<file path="config.mk">
export PLATFORM = sky130hd
export DESIGN_NAME = uart_word_assembler
export DESIGN_NICKNAME = d
export VERILOG_FILES = /design/src/rtl/uart_word_pkg.sv /design/src/rtl/byte_gap_timer.sv /design/src/rtl/uart_word_assembler.sv
export SDC_FILE = /design/constraint.sdc
export NUM_CORES = 1
export LEC_CHECK = 0
export ABC_AREA = 1
export CAP_MARGIN = 30
export CORE_MARGIN = 5
export CORE_UTILIZATION = 45
export CTS_CLUSTER_SIZE = 12
export DETAILED_ROUTE_END_ITERATION = 12
export HOLD_SLACK_MARGIN = 0.15
export PLACE_DENSITY = 0.72
export REMOVE_ABC_BUFFERS = 1
export SLEW_MARGIN = 10
export SYNTH_ARGS = -nofsm -noshare
export SYNTH_HDL_FRONTEND = slang
export SYNTH_SLANG_ARGS = --single-unit
export TNS_END_PERCENT = 30
</file>
<file path="constraint.sdc">
create_clock -name clk920k -period 3.6 [get_ports clk920k]
set_clock_uncertainty 0.2 [all_clocks]
set_input_delay 0.54 -clock clk920k [delete_from_list [all_inputs] [get_ports clk920k]]
set_output_delay 0.54 -clock clk920k [all_outputs]
set_load 0.02 [all_outputs]
</file>
<file path="src/rtl/uart_word_pkg.sv">
// Shared widths and FSM state type for the UART byte-to-word assembler.
package uart_word_pkg;
  localparam int unsigned BYTE_W = 8;
  localparam int unsigned WORD_W = 16;

  typedef enum logic {
    IDLE,
    WAIT_LO
  } asm_state_t;
endpackage

</file>
<file path="src/rtl/byte_gap_timer.sv">
// Counts idle cycles between the high and low byte of a word.
// expired flags the last idle cycle a partial word may survive.
module byte_gap_timer #(
  parameter int unsigned TIMEOUT_CYCLES = 1024
) (
  input  logic clk920k,
  input  logic rst,
  input  logic clear,
  input  logic run,
  output logic expired
);
  localparam int unsigned TW = $clog2(TIMEOUT_CYCLES);
  // Expiry is decided on the idle cycle that would move the count to TIMEOUT_CYCLES-1.
  localparam logic [TW-1:0] LAST = TW'(TIMEOUT_CYCLES - 2);

  logic [TW-1:0] count;

  always_ff @(posedge clk920k or posedge rst) begin
    if (rst)        count <= '0;
    else if (clear) count <= '0;
    else if (run)   count <= count + 1'b1;
  end

  assign expired = run && (count == LAST);
endmodule

</file>
<file path="src/rtl/uart_word_assembler.sv">
// Packs UART bytes into 16-bit words (high byte first) behind a valid/ready
// output slot, with a running word count and inter-byte gap timeout.
module uart_word_assembler
  import uart_word_pkg::*;
#(
  parameter int unsigned TIMEOUT_CYCLES = 1024
) (
  input  logic              clk920k,
  input  logic              rst,
  input  logic [BYTE_W-1:0] uart_data,
  input  logic              data_valid,
  input  logic              word_ready,
  input  logic              cnt_clr,
  output logic [WORD_W-1:0] data_out,
  output logic              word_valid,
  output logic [WORD_W-1:0] data_out_tmp,
  output logic [WORD_W-1:0] data_counter,
  output logic              partial,
  output logic              overrun,
  output logic              timeout
);
  asm_state_t state, next_state;
  logic load_hi, load_lo, discard;
  logic timer_run, expired;
  logic slot_free, load_word, drop_word;

  byte_gap_timer #(
    .TIMEOUT_CYCLES(TIMEOUT_CYCLES)
  ) u_gap_timer (
    .clk920k (clk920k),
    .rst     (rst),
    .clear   (load_hi),
    .run     (timer_run),
    .expired (expired)
  );

  assign timer_run = (state == WAIT_LO) && !data_valid;

  always_ff @(posedge clk920k or posedge rst) begin
    if (rst) state <= IDLE;
    else     state <= next_state;
  end

  // A byte arriving on the expiry cycle wins over the timeout.
  always_comb begin
    next_state = state;
    load_hi    = 1'b0;
    load_lo    = 1'b0;
    discard    = 1'b0;
    case (state)
      IDLE: begin
        if (data_valid) begin
          load_hi    = 1'b1;
          next_state = WAIT_LO;
        end
      end
      WAIT_LO: begin
        if (data_valid) begin
          load_lo    = 1'b1;
          next_state = IDLE;
        end else if (expired) begin
          discard    = 1'b1;
          next_state = IDLE;
        end
      end
      default: next_state = IDLE;
    endcase
  end

  assign slot_free = !word_valid || word_ready;
  assign load_word = load_lo && slot_free;
  assign drop_word = load_lo && !slot_free;
  assign partial   = (state == WAIT_LO);

  always_ff @(posedge clk920k or posedge rst) begin
    if (rst) begin
      data_out_tmp <= '0;
      data_out     <= '0;
      word_valid   <= 1'b0;
      data_counter <= '0;
      overrun      <= 1'b0;
      timeout      <= 1'b0;
    end else begin
      if (load_hi) data_out_tmp[15:8] <= uart_data;
      if (load_lo) data_out_tmp[7:0]  <= uart_data;
      if (discard) data_out_tmp       <= '0;
      timeout <= discard;

      if (load_word) begin
        data_out   <= {data_out_tmp[15:8], uart_data};
        word_valid <= 1'b1;
      end else if (word_ready) begin
        word_valid <= 1'b0;
      end

      if (cnt_clr) begin
        data_counter <= '0;
        overrun      <= 1'b0;
      end else begin
        if (load_word) data_counter <= data_counter + 1'b1;
        if (drop_word) overrun      <= 1'b1;
      end
    end
  end
endmodule

</file>
==> results.sh, run 1 <==
export IMPL_outcome="finished clean"
export IMPL_cts_buffers=9
export IMPL_drive_above_1_share_pct=7.60
export IMPL_dieArea_mm2=0.00824
export IMPL_worstPathArrival_ns=2.61
export IMPL_crit_path_top_delay_cell="clkdlybuf4s50_1"
export IMPL_synth_simple_area_share_pct=32.8
export IMPL_row_count=29
export IMPL_crit_chain="clkdlybuf4s50_1 -> ha_1 -> inv_1 -> a21oi_2 -> nand2_1 -> o21bai_1 -> and3_1"
export IMPL_hold_class="register to register"
export IMPL_synth_top_cell_area_share_pct=52.8
export IMPL_yosysUniqueCellTypes=26
export IMPL_dp_cells=495
export IMPL_cts_resized=0
export IMPL_grt_ovfl_total=0
export IMPL_vias=2572
export IMPL_hold_viol=0
export IMPL_cp_start_kind="primary input"
export IMPL_synth_top_family_by_area="simple AND/OR/NAND/NOR gates"
export IMPL_setup_violations_final=0
export IMPL_slew_violations=0
export IMPL_finalCritPeriodShare_pct=70.5
export IMPL_yosysTopAreaCell="dfrtp_1"
export IMPL_gp_congestion=0.816
export IMPL_synthArstFlopShare_pct=100
export IMPL_cts_tree="yes"
export IMPL_crit_family="buffers and inverters"
export IMPL_worst_slack_ns=1.06
export IMPL_setup_tns_ns=0
export IMPL_min_period_ns=2.54
export IMPL_grt_max_degree=33
export IMPL_leakagePower_nw=1.85
export IMPL_rsz0062_at_grt="false"
export IMPL_core_area_mm2=0.00635
export IMPL_clock_latency_ns=0.33
export IMPL_synth_area_leaders="dfrtp_1 (53%), nand2_1 (15%), nand3_1 (7.7%)"
export IMPL_tightestPinTransition_ns=0.513
export IMPL_cts_sinks=62
export IMPL_dpl_worst_slack_ns=0.760
export IMPL_worstSetupEndpointType="register"
export IMPL_slew_limit_headroom_pct=65.8
export IMPL_drt_iter0_markers=113
export IMPL_drc=0
export IMPL_grtUsageTotal_pct=17.9
export IMPL_fp_dieH_um=90.8
export IMPL_synth_area_mm2=0.00294
export IMPL_ys_top_cells_by_count="nand2_1 (121), dfrtp_1 (62), nand3_1 (45), nor2_1 (38), inv_1 (31)"
export IMPL_yosysMostFrequentCell="nand2_1"
export IMPL_grt_pass1_wl_mm=12.1
export IMPL_clockBufferDepth=2
export IMPL_drt_total_wl_mm=7.06
export IMPL_dp_hpwl_mm=5.16
export IMPL_path_clk_slew_ns=0.07
export IMPL_fin_nets=448
export IMPL_fin_area_mm2=0.00383
export IMPL_maxCapViolCount=0
export IMPL_instances_no_fill=511
export IMPL_grt_pass1_vias=2588
export IMPL_antenna_cells=0
export IMPL_start_util_pct=46.2
export IMPL_path_max_fanout=11
export IMPL_yosys_area_share_xor_xnor_pct=0
export IMPL_h_tree_depth=3
export IMPL_yosysWarningCount=0
export IMPL_routed_via_density=5.03
export IMPL_synth_mux_area_share_pct=0
export IMPL_synth_seq_area_share_pct=52.8
export IMPL_dpl_cell_area_mm2=0.00363
export IMPL_synthAdderAreaFrac_pct=2.56
export IMPL_path_buf_inv=2
export IMPL_boundaryPins=65
export IMPL_p_per_area_mw_per_mm2=553
export IMPL_postCtsSetupBuffers=0
export IMPL_critPathMaxStageDelay_ns=0.58
export IMPL_synth_seq_cells=62
export IMPL_die_w_um=90.8
export IMPL_portBuffers=64
export IMPL_cts_hold_buf=0
export IMPL_avgSynthCellArea_um2=8.13
export IMPL_ff2ff_setup_slack_ns=1.45
export IMPL_area_delta_synth_final_pct=30.3
export IMPL_cts_root_buffer="clkbuf_8"
export IMPL_vdd_drop_max_mv=0.372
export IMPL_fmax_mhz=394
export IMPL_antenna_found_initial=0
export IMPL_netlist_instances=361
export IMPL_yosys_most_used_dff="dfrtp_1"
export IMPL_synth_compound_area_share_pct=4.86
export IMPL_ant_nets=0
export IMPL_dr_pass1_iters=4
export IMPL_drt_wirelength_per_cell_um=13.8
export IMPL_fillers=537
export IMPL_required_ns=3.67
export IMPL_crit_type="primary input to register"
export IMPL_synth_edf_count=0
-- cells by family (layout without fill, tap and decap cells) --
group | count (synthesis) | in the layout
AOI/OAI and AO/OA | 26 | 26
adders and majority gates | 6 | 6
buffers and inverters | 45 | 118
DFF | 62 | 62
and+or+nand+nor | 222 | 222
-- flip-flops by register name, indices dropped and copies added, names as in the netlist --
register           count
data_out              16
data_counter          16
timeout                1
u_gap_timer.count     10
word_valid             1
data_out_tmp          16
overrun                1
partial                1
-- final cells by class --
type | count | area [µm²] | area share, %
flip-flops and latches | 62 | 1550 | 40.5
well taps | 77 | 96.3 | 2.52
clock inverters | 4 | 45.0 | 1.18
repair buffers | 68 | 671 | 17.5
multi-input cells | 254 | 1180 | 30.9
inverters | 34 | 128 | 3.33
clock buffers | 12 | 155 | 4.05
-- path summary, 6_finish.rpt --
kind                                                from                      endpoint  cells past startpoint
worst max register to register         partial$_DFF_PP0_   data_counter[9]$_DFFE_PP0P_                      6
worst min register to register  data_out[14]$_DFFE_PP0P_      data_out[14]$_DFFE_PP0P_                      2
worst min-delay path            data_out[14]$_DFFE_PP0P_      data_out[14]$_DFFE_PP0P_                      2
max in group asynchronous                            rst  data_out_tmp[13]$_DFFE_PP0P_                      3
worst max-delay path                          data_valid   data_counter[9]$_DFFE_PP0P_                      7
min in group asynchronous                            rst   data_counter[5]$_DFFE_PP0P_                      2
-- layer usage --
metal | track usage (%) | routed length (µm)
met1 | 23.0 | 3120
met3 | 5.08 | 481
met2 | 28.6 | 3390
met4 | 7.09 | 71
met5 | 0 | 0
-- report_power, final --
part           internal, mW  total, mW  switching [mW]
sequential            0.820      0.914          0.0940
combinational         0.260      0.584           0.323
clock                 0.354      0.619           0.265
-- worst reg2reg max path: stages (launching register included) --
cell and delay [ns]:
dfrtp_1 0.41, ha_1 0.41, inv_1 0.27, a21oi_2 0.38, nand2_1 0.14, o21bai_1 0.13
and3_1 0.15
-- stage by stage --
stage | util [%] | hold WS, ns | total power, mW
after floorplan | - | 0.276 | 1.21
after global placement | 57.1 | 0.268 | 1.50
after detailed placement | 57.1 | 0.268 | 1.51
after CTS | 60.3 | 0.288 | 2.14
after global routing | 60.3 | 0.309 | 2.23
final | 60.3 | 0.284 | 2.12
-- cell usage in the layout (no fill, tap or decap), drive strengths merged, types with 5 or more instances in the layout --
| master | synthesis | final |
|---|---|---|
| ha | 6 | 6 |
| nor2 | 43 | 43 |
| nand3 | 45 | 45 |
| nor3 | 5 | 5 |
| a21oi | 13 | 13 |
| dfrtp | 62 | 62 |
| clkbuf | 1 | 12 |
| nand4 | 5 | 5 |
| inv | 34 | 34 |
| o21ai | 9 | 9 |
| clkdlybuf4s50 | 0 | 64 |
| nand2 | 123 | 123 |
Power figures use the tool's default switching activity.
==> inputs of run 2 (changes only) <==
==> constraint.sdc (replaced) <==
create_clock -name clk920k -period 2.44 [get_ports clk920k]
set_clock_uncertainty 0.2 [all_clocks]
set_input_delay 0.366 -clock clk920k [delete_from_list [all_inputs] [get_ports clk920k]]
set_output_delay 0.366 -clock clk920k [all_outputs]
set_load 0.02 [all_outputs]
==> run 2 against run 1 <==
Net effect:
- design area rose by 2.2%
- clock-buffer cell count unchanged
- cell count is 1.4% higher
- register-to-register slack worse by 0.87 ns
- sequential share of layout area down 0.86 points
- power rose by 52%
- non-clock buffer count up 7
- core utilization is 1.3 points higher
- worst hold slack gained 0.0039 ns
- largest cell class unchanged
- highest routed layer unchanged
==> results.sh, run 2 (synthesis results as in run 1) <==
export IMPL_start_util_pct=46.2
export IMPL_grt_ovfl_total=0
export IMPL_outcome="finished clean"
export IMPL_fp_dieH_um=90.8
export IMPL_worst_slack_ns=0.369
export IMPL_critPathMaxStageDelay_ns=0.55
export IMPL_required_ns=2.51
export IMPL_worstPathArrival_ns=2.14
export IMPL_cts_tree="yes"
export IMPL_crit_chain="clkdlybuf4s50_1 -> inv_1 -> ha_1 -> inv_1 -> nand2_1 -> nor2_1 -> inv_1 -> nor2_1 -> nand2_1 -> nand2_1 -> nand2_1 -> nor2_1"
export IMPL_drt_wirelength_per_cell_um=13.5
export IMPL_h_tree_depth=3
export IMPL_dpl_worst_slack_ns=0.0226
export IMPL_reg_top3="data_counter (16), data_out (16), data_out_tmp (16)"
export IMPL_min_period_ns=2.07
export IMPL_leakagePower_nw=1.89
export IMPL_die_w_um=90.8
export IMPL_row_count=29
export IMPL_maxCapViolCount=0
export IMPL_postCtsSetupBuffers=0
export IMPL_mostFrequentLayoutCells="nand2_1 (121), clkdlybuf4s50_1 (64), dfrtp_1 (62)"
export IMPL_fmax_mhz=483
export IMPL_rsz0062_at_grt="false"
export IMPL_fin_util_pct=61.6
export IMPL_cts_sinks=62
export IMPL_worstSetupEndpointType="register"
export IMPL_portBuffers=64
export IMPL_crit_path_top_delay_cell="clkdlybuf4s50_1"
export IMPL_fin_nets=455
export IMPL_finalCritPeriodShare_pct=84.9
export IMPL_ant_nets=0
export IMPL_cts_root_buffer="clkbuf_8"
export IMPL_crit_top_cell="nand2_1"
export IMPL_clock_latency_ns=0.34
export IMPL_setup_violations_final=0
export IMPL_dieArea_mm2=0.00824
export IMPL_dr_pass1_iters=4
export IMPL_path_max_fanout=5
export IMPL_tightestPinTransition_ns=0.506
export IMPL_drc=0
export IMPL_vias=2594
export IMPL_grt_pass1_vias=2539
export IMPL_gp_congestion=0.845
export IMPL_drive_above_1_share_pct=8.62
export IMPL_slew_limit_headroom_pct=66.2
export IMPL_vdd_drop_max_mv=0.568
export IMPL_clockBufferDepth=2
export IMPL_cts_buffers=9
export IMPL_p_per_area_mw_per_mm2=822
export IMPL_instances_no_fill=518
export IMPL_fillers=537
export IMPL_routed_via_density=5.01
export IMPL_boundaryPins=65
export IMPL_grt_pass1_wl_mm=12.1
export IMPL_crit_type="primary input to register"
export IMPL_path_buf_inv=4
export IMPL_crit_family="buffers and inverters"
export IMPL_area_delta_synth_final_pct=33.1
export IMPL_drt_iter0_markers=107
export IMPL_drt_total_wl_mm=7.01
export IMPL_dp_cells=501
export IMPL_grt_max_degree=34
export IMPL_mostFrequentLayoutCell="nand2_1"
export IMPL_hold_viol=0
export IMPL_antenna_found_initial=0
export IMPL_dp_hpwl_mm=5.04
export IMPL_dpl_cell_area_mm2=0.00368
export IMPL_slew_violations=0
export IMPL_cp_start_kind="primary input"
export IMPL_antenna_cells=0
export IMPL_path_clk_slew_ns=0.06
export IMPL_core_area_mm2=0.00635
export IMPL_hold_class="register to register"
export IMPL_grtUsageTotal_pct=18.2
export IMPL_fin_area_mm2=0.00391
export IMPL_setup_tns_ns=0
## run 2: final cells by class
class | count | area, µm² | share of cell area [%]
Clock inverter | 4 | 70.1 | 1.79
Timing Repair Buffer | 75 | 738 | 18.9
Inverter | 34 | 128 | 3.26
Sequential cell | 62 | 1550 | 39.7
Tap cell | 77 | 96.3 | 2.46
Clock buffer | 12 | 145 | 3.71
Multi-Input combinational cell | 254 | 1180 | 30.2
## run 2: worst reg2reg max path, stage by stage, from the launching register on
cell     delay [ns]
dfrtp_1        0.44
ha_1           0.37
inv_1          0.10
nand2_1        0.07
nor2_1         0.17
inv_1          0.07
nor2_1         0.12
nand2_1        0.08
nand2_1        0.06
nand2_1        0.04
nor2_1         0.08
## run 2: metal layers
metal,GRT usage [%],vias to the layer above,share of wire (%)
met5,0,-,0
met4,8.80,0,2.3
met3,6.00,12,7.0
met2,28.6,71,47
met1,22.5,1217,44
li1,-,1294,-
## run 2: final timing paths
check / start / to / slack [ns] / cells after the start
min reg2reg: data_out[11]$_DFFE_PP0P_ / data_out[11]$_DFFE_PP0P_ / 0.29 / 2
max reg2reg: partial$_DFF_PP0_ / u_gap_timer.count[8]$_DFFE_PP0P_ / 0.58 / 10
max: data_valid / u_gap_timer.count[8]$_DFFE_PP0P_ / 0.37 / 12
min: data_out[11]$_DFFE_PP0P_ / data_out[11]$_DFFE_PP0P_ / 0.29 / 2
max in group asynchronous: rst / data_out[0]$_DFFE_PP0P_ / 0.81 / 4
min in group asynchronous: rst / data_out_tmp[9]$_DFFE_PP0P_ / 0.69 / 3
## run 2: report_power, final
group          leakage (nW)  switching [mW]  internal [mW]
combinational         0.972           0.481          0.395
clock                 0.110           0.392          0.600
sequential            0.808           0.137           1.21
## run 2: metrics by stage
stage,hold slack [ns],power [mW]
6_report,0.287,3.21
5_1_grt,0.307,3.39
3_5_place_dp,0.266,2.24
2_1_floorplan,0.237,1.79
3_3_place_gp,0.264,2.23
4_1_cts,0.290,3.26
## run 2: what timing repair did
item | in CTS | in global routing
endpoints found under the hold margin | 15 | 0
hold buffers | 1 | 0
endpoints found under the setup margin | 0 | 0
gates resized for setup | 0 | 0
